### config.mk
export PLATFORM = sky130hd
export DESIGN_NAME = serial_adder
export DESIGN_NICKNAME = d
export VERILOG_FILES = /design/src/rtl/serial_adder.sv
export SDC_FILE = /design/constraint.sdc
export NUM_CORES = 1
export LEC_CHECK = 0
export CAP_MARGIN = 20
export CORE_AREA = 2 2 66 68
export CTS_CLUSTER_SIZE = 14
export DETAILED_ROUTE_END_ITERATION = 8
export DIE_AREA = 0 0 68 70
export PLACE_DENSITY = 0.72
export SYNTH_ARGS = -nofsm -noshare
export SYNTH_HDL_FRONTEND = slang
export SYNTH_SLANG_ARGS = --single-unit
### constraint.sdc
create_clock -name clk -period 1.7 [get_ports clk]
set_clock_uncertainty 0.1 [all_clocks]
set_input_delay 0.34 -clock clk [delete_from_list [all_inputs] [get_ports clk]]
set_output_delay 0.34 -clock clk [all_outputs]
set_load 0.01 [all_outputs]
### src/rtl/serial_adder.sv
// serial_adder: bit-serial WIDTH-bit adder, LSB first, one bit per clock.
// Operands are taken on a valid/ready input handshake. The result is offered
// on a valid/ready output handshake.
// Per-bit datapath: two half adders plus an OR form a full adder. The carry
// between bits is held in a register.
// Optional build macro SERIAL_ADDER_SUB_EN adds a `sub` input. With sub=1 the
// block computes a-b; cout=1 then means no borrow.

module serial_adder_ha (
    input  logic x,
    input  logic y,
    output logic s,
    output logic c
);
    assign s = x ^ y;
    assign c = x & y;
endmodule

module serial_adder #(
    parameter int WIDTH = 8
) (
    input  logic             clk,
    input  logic             rst_n,
    input  logic             in_valid,
    output logic             in_ready,
    input  logic [WIDTH-1:0] a,
    input  logic [WIDTH-1:0] b,
    input  logic             cin,
`ifdef SERIAL_ADDER_SUB_EN
    input  logic             sub,
`endif
    output logic             out_valid,
    input  logic             out_ready,
    output logic [WIDTH-1:0] sum,
    output logic             cout
);
    localparam int CW = $clog2(WIDTH);
    localparam logic [CW-1:0] LAST = CW'(WIDTH - 1);

    typedef enum logic [1:0] {IDLE, RUN, DONE} state_t;

    state_t            state;
    logic [WIDTH-1:0]  a_sh, b_sh, s_sh;
    logic [CW-1:0]     cnt;
    logic              carry;

    // Operand conditioning: subtraction is a + ~b + 1.
    logic [WIDTH-1:0]  b_ld;
    logic              c_ld;
`ifdef SERIAL_ADDER_SUB_EN
    assign b_ld = sub ? ~b : b;
    assign c_ld = sub ? 1'b1 : cin;
`else
    assign b_ld = b;
    assign c_ld = cin;
`endif

    // One full adder built from two half adders on the current LSBs.
    logic hs0, hc0, fa_s, hc1, fa_c;
    serial_adder_ha u_ha0 (.x(a_sh[0]), .y(b_sh[0]), .s(hs0),  .c(hc0));
    serial_adder_ha u_ha1 (.x(hs0),     .y(carry),   .s(fa_s), .c(hc1));
    assign fa_c = hc0 | hc1;

    // Control FSM and serial datapath. The sum bits shift through s_sh.
    // The visible sum is updated only when the last bit completes, so it keeps
    // the previous result until the next completion.
    always_ff @(posedge clk or negedge rst_n) begin
        if (!rst_n) begin
            state     <= IDLE;
            a_sh      <= '0;
            b_sh      <= '0;
            s_sh      <= '0;
            cnt       <= '0;
            carry     <= 1'b0;
            sum       <= '0;
            cout      <= 1'b0;
            out_valid <= 1'b0;
            in_ready  <= 1'b1;
        end else begin
            case (state)
                IDLE: begin
                    if (in_valid && in_ready) begin
                        a_sh     <= a;
                        b_sh     <= b_ld;
                        carry    <= c_ld;
                        cnt      <= '0;
                        in_ready <= 1'b0;
                        state    <= RUN;
                    end
                end
                RUN: begin
                    a_sh  <= {1'b0, a_sh[WIDTH-1:1]};
                    b_sh  <= {1'b0, b_sh[WIDTH-1:1]};
                    s_sh  <= {fa_s, s_sh[WIDTH-1:1]};
                    carry <= fa_c;
                    if (cnt == LAST) begin
                        sum       <= {fa_s, s_sh[WIDTH-1:1]};
                        cout      <= fa_c;
                        out_valid <= 1'b1;
                        state     <= DONE;
                    end else begin
                        cnt <= cnt + 1'b1;
                    end
                end
                DONE: begin
                    if (out_valid && out_ready) begin
                        out_valid <= 1'b0;
                        in_ready  <= 1'b1;
                        state     <= IDLE;
                    end
                end
                default: begin
                    state     <= IDLE;
                    out_valid <= 1'b0;
                    in_ready  <= 1'b1;
                end
            endcase
        end
    end
endmodule

==> impl_metrics.env <==
export IMPL_antenna_found_initial=0
export IMPL_vias=1134
export IMPL_yosys_register_bits=40
export IMPL_wl_met2_um=1631
export IMPL_finalNonFillerCells=220
export IMPL_synthDistinctLibCells=27
export IMPL_drtPass1Iterations=3
export IMPL_synth_largest_area_cell="dfrtp_1"
export IMPL_netlist_area_leader_share_pct=54.55
export IMPL_tightest_slew_ns=0.3117
export IMPL_peakVddDrop_v=0.0008332
export IMPL_syn_nets=150
export IMPL_rsz0062_at_grt="no"
export IMPL_ant_nets=0
export IMPL_finalHoldViolCount=0
export IMPL_critical_path_top_delay_family="buffers and inverters"
export IMPL_synth_common_cells="dfrtp_1 (39), mux2_2 (34), mux2_1 (12)"
export IMPL_grt_max_degree=24
export IMPL_drt_total_wl_um=3204
export IMPL_hp_class="input pin to asynchronous set/reset pin"
export IMPL_drv_cap=0
export IMPL_via_per_inst=5.155
export IMPL_die_height_um=70
export IMPL_initial_core_util_pct=43.18
export IMPL_setup_tns_ns=0
export IMPL_drive_gt1_share_pct=32.74
export IMPL_io_pin_count=32
export IMPL_path_class="flip-flop to output port"
export IMPL_cts_sinks=40
export IMPL_cts_root_buf="clkbuf_8"
export IMPL_synth_cells=126
export IMPL_critPathBufInv=1
export IMPL_grt_pass1_wl_um=5043
export IMPL_clkTransAtPathRegs_ns=0.07
export IMPL_grt_remaining_overflow=0
export IMPL_cp_start_kind="flip-flop"
export IMPL_power_leakage_nw=1.038
export IMPL_grt_pass1_vias=1110
export IMPL_timing_rr_start="cnt[0]$_DFFE_PN0P_"
export IMPL_area_growth_pct=30.21
export IMPL_numPortBuffers=31
export IMPL_route_met3_wl_um=158
export IMPL_max_freq_mhz=609.1
export IMPL_drt_iter0_markers=31
export IMPL_arrival_ns=1.20
export IMPL_synthesis_area_mm2=0.001789
export IMPL_cts_max_level=2
export IMPL_synth_main_ff_cell="dfrtp_1"
export IMPL_place_inst=210
export IMPL_relSlewSlack_pct=78.95
export IMPL_yosys_warnings=0
export IMPL_setup_viol=0
export IMPL_gp_congestion=0.7712
export IMPL_critPathCaptureType="output port"
export IMPL_worst_endpoint_required_ns=1.26
export IMPL_synth_avg_cell_area_um2=14.20
export IMPL_slowest_delay_ns=0.55
export IMPL_outcome="completed"
export IMPL_grt_total_usage_pct=14.17
export IMPL_dpl_hpwl_um=2239
export IMPL_min_period_over_period_pct=96.57
export IMPL_chipWidth_um=68
export IMPL_coreArea_mm2=0.004144
export IMPL_synth_edf_count=0
export IMPL_highest_layer="met4"
export IMPL_synth_async_reset_ratio_pct=100.0
export IMPL_routedWlPerCell_um=14.56
export IMPL_p_per_area_mw_per_mm2=1691
export IMPL_drt_met1_wl_um=1385
export IMPL_path_max_fanout=3
export IMPL_n_antenna_cell=0
export IMPL_cts_tree="done"
export IMPL_clkLatencyLatePin_ns=0.28
export IMPL_cts_buffer_depth=2
export IMPL_path_cells="clkdlybuf4s50_1"
export IMPL_cpMaxStageDelayCell="clkdlybuf4s50_1"
export IMPL_synth_most_common_cell="dfrtp_1"
export IMPL_drc=0
export IMPL_drv_slew=0
export IMPL_synth_area_leaders="dfrtp_1 (55%), mux2_2 (21%), mux2_1 (7.6%), a21oi_1 (1.7%), dfstp_2 (1.5%)"
export IMPL_final_min_clock_period_ns=1.642
export IMPL_dieArea_mm2=0.004760
export IMPL_cts_made_buffers=5
export IMPL_timing_critical_path_from="out_valid$_DFFE_PN0P_"
export IMPL_rows=24
export IMPL_ys_seq_area_share_pct=56.01
export IMPL_nets=191
==> layout make-up <==
type | count | area [um2]
multi-input cells | 77 | 744.5
clock buffers | 6 | 72.57
flip-flops and latches | 40 | 1002
inverters | 3 | 11.26
fillers | 326 | 1814
clock inverters | 2 | 35.03
well taps | 52 | 65.06
repair buffers | 40 | 399.1
==> power breakdown <==
| group | leakage [nW] | switching [mW] | total (mW) | internal (mW) |
|---|---|---|---|---|
| Sequential | 0.492 | 0.236 | 1.61 | 1.38 |
| Combinational | 0.492 | 0.604 | 1.58 | 0.977 |
| Clock | 0.0552 | 0.309 | 0.745 | 0.436 |
==> logic make-up after synthesis <==
group	count (synthesis)	synth area share, %
simple gates	13	4.057
fa+ha+maj	3	2.517
flops	40	56.01
buf+inv	9	3.077
mux	46	28.95
compound gates	15	5.385
==> flip-flops by register name (all words and copies together), names as in the netlist <==
name       count
sum            8
a_sh           8
b_sh           8
s_sh           7
state          2
cnt            3
carry          1
out_valid      1
cout           1
in_ready       1
==> what timing repair did <==
| item | CTS | global route |
|---|---|---|
| buffers inserted | 0 | 1 |
| endpoints found under the hold margin | 7 | 0 |
| hold buffers | 1 | 0 |
| gates resized for setup | 1 | 2 |
| endpoints found under the setup margin | 1 | 10 |
==> cells in the final DEF (no fill, tap or decap), drive strengths merged, types with 2 or more instances in the layout <==
| cell type | n |
|---|---|
| nor2 | 3 |
| clkdlybuf4s50 | 29 |
| clkbuf | 6 |
| a22o | 2 |
| inv | 3 |
| mux2 | 46 |
| buf | 9 |
| ha | 2 |
| nand2 | 5 |
| o21ai | 3 |
| a21oi | 6 |
| dfrtp | 39 |
==> metrics by stage <==
stage                     power (mW)  setup slack, ns  hold WS [ns]  utilization [%]  instance area, um2
after floorplan                2.673          0.06398      -0.05559                -                1789
after global placement         3.128         -0.05828        0.1063            52.99                2196
after CTS                      3.980          0.01149        0.3546            55.80                2312
final                          3.941          0.05836        0.3491            56.22                2330
after global routing           4.206        0.0006835        0.3559            56.22                2330
after detailed placement       3.223         -0.07195        0.1120            52.99                2196
==> path summary, 6_finish.rpt <==
path	end	slack [ns]	cells after the start
min in group clk	cnt[0]$_DFFE_PN0P_	0.40	1
max in group asynchronous	s_sh[1]$_DFFE_PN0P_	0.67	3
max reg2reg	cnt[2]$_DFFE_PN0P_	0.08	5
min reg2reg	cnt[0]$_DFFE_PN0P_	0.40	1
max	out_valid	0.06	1
min	b_sh[7]$_DFFE_PN0P_	0.35	2
==> layer usage <==
layer	track usage, %	up-vias
met3	4.187	2
li1	-	531
met1	16.99	580
met2	23.52	21
met4	5.333	0
met5	0	-
(Power assumes the default switching activity.)
